`src/rtl/frame_op_scheduler.sv`:
```
// Frame operation scheduler: buffers host commands in a FIFO and sequences the pixel engine per frame.
// Optional LAST_CMD_REPEAT_EN relaunches the last command when the FIFO is empty (free-running video).
module frame_op_scheduler #(
    parameter int WIDTH      = 768,
    parameter int HEIGHT     = 512,
    parameter int FIFO_DEPTH = 4,
    parameter int GAP_CYCLES = 8,
    parameter int TIMEOUT    = 64
) (
    input  logic        HCLK,
    input  logic        HRESET,
    input  logic        cmd_valid,
    output logic        cmd_ready,
    input  logic [2:0]  cmd_op,
    input  logic [7:0]  cmd_value,
    output logic        eng_start,
    output logic [2:0]  eng_op,
    output logic [7:0]  eng_value,
    input  logic        eng_hsync,
    input  logic        eng_done,
    output logic        busy,
    output logic        frame_done,
    output logic [15:0] frame_count,
    output logic        err_count,
    output logic        err_timeout,
    input  logic        err_clr
);
    localparam int PIXELS = WIDTH * HEIGHT;
    localparam int PW     = $clog2(PIXELS + 1);
    localparam int SW     = $clog2(TIMEOUT + 1);
    localparam int GW     = (GAP_CYCLES > 1) ? $clog2(GAP_CYCLES) : 1;
    localparam int AW     = $clog2(FIFO_DEPTH);

    typedef enum logic [1:0] {S_IDLE, S_LAUNCH, S_RUN, S_GAP} state_t;

    state_t        state_q;
    logic [10:0]   mem_q [FIFO_DEPTH];
    logic [AW:0]   wr_ptr_q, rd_ptr_q;
    logic [PW-1:0] pix_q, pix_d;
    logic          ovf_q, ovf_d;
    logic [SW-1:0] stall_q, stall_d;
    logic [GW-1:0] gap_q;
    logic [15:0]   frame_count_q;
    logic [2:0]    eng_op_q;
    logic [7:0]    eng_value_q;
    logic          eng_start_q, busy_q, frame_done_q, err_count_q, err_timeout_q;
    logic          fifo_full, fifo_empty, push, pop, repeat_go, count_bad, timeout_hit;
    logic [10:0]   rd_data;

    assign fifo_empty = (wr_ptr_q == rd_ptr_q);
    assign fifo_full  = (wr_ptr_q[AW] != rd_ptr_q[AW]) && (wr_ptr_q[AW-1:0] == rd_ptr_q[AW-1:0]);
    assign push       = cmd_valid && !fifo_full;
    assign pop        = (state_q == S_IDLE) && !fifo_empty;
    assign rd_data    = mem_q[rd_ptr_q[AW-1:0]];

    // NOTE: the storage array has no reset; the pointers alone decide which entries are valid.
    always_ff @(posedge HCLK) begin
        if (push) mem_q[wr_ptr_q[AW-1:0]] <= {cmd_op, cmd_value};
    end

    always_ff @(posedge HCLK or posedge HRESET) begin
        if (HRESET) begin
            wr_ptr_q <= '0;
            rd_ptr_q <= '0;
        end else begin
            if (push) wr_ptr_q <= wr_ptr_q + (AW+1)'(1);
            if (pop)  rd_ptr_q <= rd_ptr_q + (AW+1)'(1);
        end
    end

    always_comb begin
        // NOTE: every combinational output gets a default first so no path can infer a latch.
        pix_d = pix_q;
        ovf_d = ovf_q;
        if (eng_hsync) begin
            if (&pix_q) ovf_d = 1'b1;
            else        pix_d = pix_q + PW'(1);
        end
        stall_d     = eng_hsync ? '0 : stall_q + SW'(1);
        // A saturated counter is always a mismatch, even when all-ones happens to equal the frame size.
        count_bad   = ovf_d || (pix_d != PW'(PIXELS));
        timeout_hit = (stall_d == SW'(TIMEOUT));
    end

`ifdef LAST_CMD_REPEAT_EN
    logic have_frame_q;
    always_ff @(posedge HCLK or posedge HRESET) begin
        if (HRESET)                                                  have_frame_q <= 1'b0;
        else if (state_q == S_RUN && (eng_done || timeout_hit))      have_frame_q <= 1'b1;
    end
    assign repeat_go = fifo_empty && have_frame_q;
`else
    assign repeat_go = 1'b0;
`endif

    // NOTE: sequential state uses non-blocking assignments so every register samples pre-edge values.
    always_ff @(posedge HCLK or posedge HRESET) begin
        if (HRESET) begin
            state_q       <= S_IDLE;
            pix_q         <= '0;
            ovf_q         <= 1'b0;
            stall_q       <= '0;
            gap_q         <= '0;
            frame_count_q <= '0;
            eng_op_q      <= '0;
            eng_value_q   <= '0;
            eng_start_q   <= 1'b0;
            busy_q        <= 1'b0;
            frame_done_q  <= 1'b0;
            err_count_q   <= 1'b0;
            err_timeout_q <= 1'b0;
        end else begin
            eng_start_q  <= 1'b0;
            frame_done_q <= 1'b0;
            case (state_q)
                S_IDLE: begin
                    if (pop) begin
                        {eng_op_q, eng_value_q} <= rd_data;
                        eng_start_q <= 1'b1;
                        busy_q      <= 1'b1;
                        state_q     <= S_LAUNCH;
                    end else if (repeat_go) begin
                        eng_start_q <= 1'b1;
                        busy_q      <= 1'b1;
                        state_q     <= S_LAUNCH;
                    end
                end
                S_LAUNCH: begin
                    pix_q   <= '0;
                    ovf_q   <= 1'b0;
                    stall_q <= '0;
                    state_q <= S_RUN;
                end
                S_RUN: begin
                    pix_q   <= pix_d;
                    ovf_q   <= ovf_d;
                    stall_q <= stall_d;
                    if (eng_done || timeout_hit) begin
                        frame_done_q  <= eng_done;
                        frame_count_q <= frame_count_q + 16'd1;
                        gap_q         <= '0;
                        state_q       <= S_GAP;
                    end
                end
                S_GAP: begin
                    if (gap_q == GW'(GAP_CYCLES - 1)) begin
                        busy_q  <= 1'b0;
                        state_q <= S_IDLE;
                    end else begin
                        gap_q <= gap_q + GW'(1);
                    end
                end
                default: state_q <= S_IDLE;
            endcase
            // Clear wins over a same-cycle set; flags never feed back into sequencing.
            if (err_clr) begin
                err_count_q   <= 1'b0;
                err_timeout_q <= 1'b0;
            end else if (state_q == S_RUN) begin
                if (eng_done && count_bad)     err_count_q   <= 1'b1;
                if (!eng_done && timeout_hit)  err_timeout_q <= 1'b1;
            end
        end
    end

    assign cmd_ready   = !fifo_full;
    assign eng_start   = eng_start_q;
    assign eng_op      = eng_op_q;
    assign eng_value   = eng_value_q;
    assign busy        = busy_q;
    assign frame_done  = frame_done_q;
    assign frame_count = frame_count_q;
    assign err_count   = err_count_q;
    assign err_timeout = err_timeout_q;
endmodule

```
`config.mk`:
```
export PLATFORM = sky130hd
export DESIGN_NAME = frame_op_scheduler
export DESIGN_NICKNAME = d
export VERILOG_FILES = /design/src/rtl/frame_op_scheduler.sv
export SDC_FILE = /design/constraint.sdc
export NUM_CORES = 1
export LEC_CHECK = 0
export CAP_MARGIN = 0
export CORE_MARGIN = 2
export CORE_UTILIZATION = 60
export CTS_BUF_LIST = sky130_fd_sc_hd__clkbuf_8
export CTS_CLUSTER_DIAMETER = 60
export DETAILED_ROUTE_END_ITERATION = 10
export PLACE_DENSITY = 0.83
export SLEW_MARGIN = 30
export SYNTH_ARGS = -nofsm -noshare
export SYNTH_HDL_FRONTEND = slang
export SYNTH_SLANG_ARGS = --single-unit
```
`constraint.sdc`:
```
create_clock -name HCLK -period 7.1 [get_ports HCLK]
set_input_delay 1.42 -clock HCLK [delete_from_list [all_inputs] [get_ports HCLK]]
set_output_delay 1.42 -clock HCLK [all_outputs]
set_load 0.01 [all_outputs]
```
# Yosys cells after proc, flatten, opt, wreduce, memory -nomap -nowiden
# Memory sizes are Yosys's and may differ from the RTL's. A register that Yosys moved wholly into a read port is not among the register bits.
# Cells that the tools add are included.
[totals]
ram_bits = 44
memories = 1
word_cells = 88
ff_bits = 59
out_inout_bits = 33
in_bits = 17
[memory_table]
columns = ["name", "depth", "word_bits", "rd", "rd_ports_with_merged_regs", "wr", "line", "rtl"]
rows = [
  ["mem_q", 4, 11, 1, 1, 1, "37", "logic [10:0] mem_q [FIFO_DEPTH];"],
]
[classes]
n_reduce_logical = 25
n_eq_ne = 13
muxes = 30
add_sub_neg = 6
[op_table]
columns = ["cell", "count"]
rows = [
  ["19-bit 2-to-1 mux", 2],
  ["19-bit one-hot mux with 2 select lines", 1],
  ["19-bit by 1-bit adder with 19-bit output (second input constant)", 1],
  ["19-bit inequality test (second input constant)", 1],
  ["19-bit AND reduction", 1],
  ["16-bit by 1-bit adder with 16-bit output (second input constant)", 1],
  ["1-bit 2-to-1 mux", 16],
  ["7-bit one-hot mux with 2 select lines", 1],
  ["2-bit nonzero test", 6],
  ["3-bit by 1-bit adder with 3-bit output (second input constant)", 3],
  ["3-bit AND reduction", 3],
  ["2-bit inequality test (second input constant)", 4],
  ["2-bit one-hot mux with 4 select lines", 1],
  ["2-bit AND reduction", 4],
  ["7-bit by 1-bit adder with 7-bit output (second input constant)", 1],
  ["7-bit equality test (second input constant)", 1],
  ["7-bit 2-to-1 mux", 1],
  ["2-bit 2-to-1 mux", 3],
  ["3-bit 2-to-1 mux", 2],
  ["3-bit one-hot mux with 2 select lines", 1],
  ["1-bit logical AND", 5],
  ["2-bit equality test (second input constant)", 2],
  ["1-bit one-hot mux with 2 select lines", 2],
  ["3-bit equality test", 1],
  ["other kinds (7)", 10],
]

# Longest topological paths before layout
[logic_depth]
ltp_word = 9
mapped_depth = 9
mapped_depth_nobuf = 7

# Least setup slack after synthesis
# OpenSTA, ideal clock, no wires.
[synth_timing]
kind = "input port to flip-flop"
startpoint = "input port eng_hsync"
endpoint = "register frame_count_q[15], in the netlist frame_count[15]"
arrival_time_ps = 2801
n_path_buf = 1
path_slack_ps = 4175
required_time_ps = 6976
setup_time_ps = 124
stages = 6
cell_sequence = "clkbuf_1 > nor2_1 > nand3_1 > o41a_1 > or4b_1 > xnor2_1"
[synth_between]
elab_chain_cells = 4
[synth_lines]
columns = ["element", "line", "rtl"]
rows = [
  ["start, declared", "19", "input logic eng_hsync,"],
  ["7-bit 2-to-1 mux", "79", "stall_d = eng_hsync ? '0 : stall_q + SW'(1);"],
  ["7-bit equality test", "82", "timeout_hit = (stall_d == SW'(TIMEOUT));"],
  ["1-bit logical OR", "138", "if (eng_done || timeout_hit) begin"],
  ["2-bit AND reduction (no source line)", "--", ""],
  ["end signal, assigned", "140", "frame_count_q <= frame_count_q + 16'd1;"],
  ["end, declared", "43", "logic [15:0] frame_count_q;"],
]
# No other way between the ends.
# A chain may end at the register's enable or synchronous reset.

# Worst setup path after layout
[layout_timing]
startpoint = "register rd_ptr_q[0]"
endpoint = "output port cmd_ready"
[layout_between]
elab_chain_cells = 3
[layout_lines]
columns = ["element", "line", "rtl"]
rows = [
  ["start, declared", "38", "logic [AW:0] wr_ptr_q, rd_ptr_q;"],
  ["start signal, assigned", "67", "if (pop) rd_ptr_q <= rd_ptr_q + (AW+1)'(1);"],
  ["2-bit equality test", "51", "assign fifo_full = (wr_ptr_q[AW] != rd_ptr_q[AW]) && (wr_ptr_q[AW-1:0] == rd_ptr_q[AW-1:0]);"],
  ["1-bit logical AND", "51", ""],
  ["1-bit zero test", "166", "assign cmd_ready = !fifo_full;"],
  ["end, declared", "13", "output logic cmd_ready,"],
]
# No other way between the ends.

==> impl_metrics.json <==
{
  "powerDensity_mw_per_mm2": 373.5,
  "grt_usage_pct": 24.95,
  "grt-ovfl-total": 0,
  "num_antenna_cells": 0,
  "cp-end-kind": "output pin",
  "met1_usage_pct": 33.11,
  "cts_buffers": 17,
  "place_hpwl_mm": 7.381,
  "ir_drop_uv": 359.4,
  "synthTopCellsByCount": "dfrtp_1, edfxtp_1, nand2_1, o21ai_0",
  "antenna_found_initial": 0,
  "clkSlewWorstSetupHoldPaths_ps": 70,
  "dieArea_mm2": 0.009890,
  "ys_types": 51,
  "grt_pass1_wl_mm": 19.32,
  "synthFlopType": "dfrtp_1",
  "synth_area_leaders": "dfrtp_1, edfxtp_1, mux4_2",
  "multiInputGateArea_mm2": 0.002222,
  "cp_data_required_time_ps": 5680,
  "fin_crit_ps": 3833,
  "hold_depth": 1,
  "relSlewSlack_pct": 41.23,
  "clk_latency_ps": 420,
  "gp_congestion": 0.8931,
  "syn_area_mm2": 0.005466,
  "finalSetupViolations": 0,
  "drc": 0,
  "synth_most_common_cell": "dfrtp_1",
  "start_kind": "flip-flop",
  "synth_edf_count": 44,
  "fmax_ghz": 0.2609,
  "p_leak_uw": 0.002510,
  "drive_gt1_share_pct": 12.76,
  "cpMaxStageDelayCell": "dfrtp_1",
  "grt_max_degree": 71,
  "cap_viol_max_count": 0,
  "worstPathMaxFanout": 14,
  "yosysSeqAreaShare_pct": 56.21,
  "avgSynthCellArea_um2": 11.76,
  "coreArea_mm2": 0.008763,
  "numPortBuffers": 49,
  "fin_crit_sh_pct": 53.98,
  "h-tree-depth": 4,
  "use_met3_pct": 6.887,
  "postRouteAntennaNets": 0,
  "cts_tree": "built",
  "die_width_um": 99.45,
  "yosysTopAreaCell": "dfrtp_1",
  "min_path_type": "reg -> reg",
  "cts_resized": 0,
  "regArea_mm2": 0.003073,
  "postLayoutCoreUtil_pct": 73.14,
  "area_growth_pct": 17.26,
  "grt-busiest-layer": "met2",
  "worstSetupPathType": "reg -> out",
  "synthCells": 465,
  "synth-async-reset-ratio_pct": 61.40,
  "cts_setup_buffers": 0,
  "rows": 34,
  "die_h_um": 99.45,
  "met2_usage_pct": 40.33,
  "pin_count": 50,
  "routed_wirelength_mm": 11.33,
  "final_nets": 542,
  "finalClockSkew_ps": 8.970,
  "viasPerCell": 6.224,
  "first_iter_violations": 255,
  "root_buffer": "clkbuf_8",
  "cts_hold_buf": 0,
  "maxSlewViolCount": 0,
  "cts_max_path_buffers": 2,
  "path_cells": "xor2_1 > nor2_1 > nand2_1 > clkdlybuf4s50_1",
  "grt_pass1_vias": 3985,
  "yosysTopAreaCellShare_pct": 32.04,
  "rsz0062_at_grt": "no",
  "status": "completed",
  "ff2ff_path_depth": 6,
  "cts_num_sinks": 114,
  "synthesis.nets": 495,
  "slowest_delay_ps": 920,
  "yosysWarnings": 0,
  "wl_per_cell_um": 17.91,
  "start_util_pct": 62.38,
  "dr.pass1.iters": 8,
  "fin_tns_setup_ps": 0,
  "num_vias": 3940,
  "tightest_slew_ps": 881.5,
  "fillers": 560,
  "worstPathArrival_ps": 2410,
  "ys_ff_latch": 114,
  "hold_violations": 0
}
-- path summary, 6_finish.rpt --
check	from	endpoint	slack, ps
min in group asynchronous	HRESET	frame_count[3]$_DFFE_PP0P_	1480
max in group asynchronous	HRESET	pix_q[3]$_DFFE_PP0P_	5190
worst min-delay path	frame_count[12]$_DFFE_PP0P_	frame_count[12]$_DFFE_PP0P_	490
worst max register to register	state_q[0]$_DFFE_PP0P_	pix_q[3]$_DFFE_PP0P_	4240
worst min register to register	frame_count[12]$_DFFE_PP0P_	frame_count[12]$_DFFE_PP0P_	490
worst max-delay path	rd_ptr_q[0]$_DFFE_PP0P_	cmd_ready	3270
-- layout make-up --
| class | count | area share (%) |
|---|---|---|
| tap | 108 | 2.108 |
| clock buffer | 17 | 3.650 |
| inverter | 19 | 1.113 |
| clock inverter | 15 | 2.459 |
| multi-input combinational | 308 | 34.67 |
| timing repair buffer | 52 | 8.062 |
| sequential | 114 | 47.94 |
-- critical path, delay by kind of cell (launching register included) --
family | cells | cell delay [ps]
simple gates | 2 | 230
xor+xnor | 1 | 270
flops | 1 | 920
buf+inv | 1 | 560
-- cell usage in the layout, fill, tap and decap left out, drive strengths merged, types with 13 or more instances in the layout --
| cell | Yosys | routed |
|---|---|---|
| a21oi | 17 | 17 |
| clkbuf | 16 | 17 |
| clkdlybuf4s50 | 0 | 49 |
| dfrtp | 70 | 70 |
| edfxtp | 44 | 44 |
| ha | 13 | 13 |
| inv | 19 | 23 |
| mux2 | 16 | 16 |
| nand2 | 30 | 30 |
| nand3 | 26 | 26 |
| nor2 | 26 | 26 |
| nor3 | 14 | 14 |
| o21ai | 27 | 27 |
| xor2 | 17 | 17 |
-- power breakdown --
| group | internal (µW) | leakage [µW] | switching (µW) |
|---|---|---|---|
| Sequential | 847 | 0.00130 | 134 |
| Clock | 315 | 0.000191 | 288 |
| Combinational | 382 | 0.00101 | 428 |
| Total | 1540 | 0.00251 | 850 |
-- kinds of logic after synthesis --
| logic type | after synthesis | share of synthesized area (%) |
|---|---|---|
| XOR/XNOR | 28 | 4.486 |
| AO/OA/AOI/OAI | 87 | 10.32 |
| adder cells (fa/ha/maj) | 13 | 2.976 |
| AND/OR/NAND/NOR | 149 | 14.31 |
| flip-flops | 114 | 56.21 |
| multiplexers | 31 | 8.560 |
| buffers and inverters | 43 | 3.136 |
-- sequential cells by signal, summed over array words and instances (netlist names) --
| register | flops |
|---|---|
| mem_q | 44 |
| pix_q | 19 |
| frame_count | 16 |
| eng_value | 8 |
| stall_q | 7 |
| eng_op | 3 |
| gap_q | 3 |
| rd_ptr_q | 3 |
| wr_ptr_q | 3 |
| state_q | 2 |
| busy | 1 |
| eng_start | 1 |
| err_count | 1 |
| err_timeout | 1 |
| frame_done | 1 |
| ovf_q | 1 |
-- metal layers --
metal	up-vias	share of wire, %	routed length [µm]
li1	1832	-	-
met1	1959	44	4937
met2	129	49	5601
met3	20	5.6	630
met4	0	1.5	165
met5	-	0	0
-- stage by stage --
step	area [µm²]	std cells	power (µW)	setup slack, ps	hold slack [ps]
floorplan	5466	465	1495	3912	460.4
global placement	6015	601	1757	3487	474.7
detailed placement	6015	601	1795	3411	478.9
CTS	6406	633	2406	3223	492.2
global route	6410	633	2541	3091	512.1
finish	6410	633	2394	3267	488.5
(Power assumes the default switching activity.)
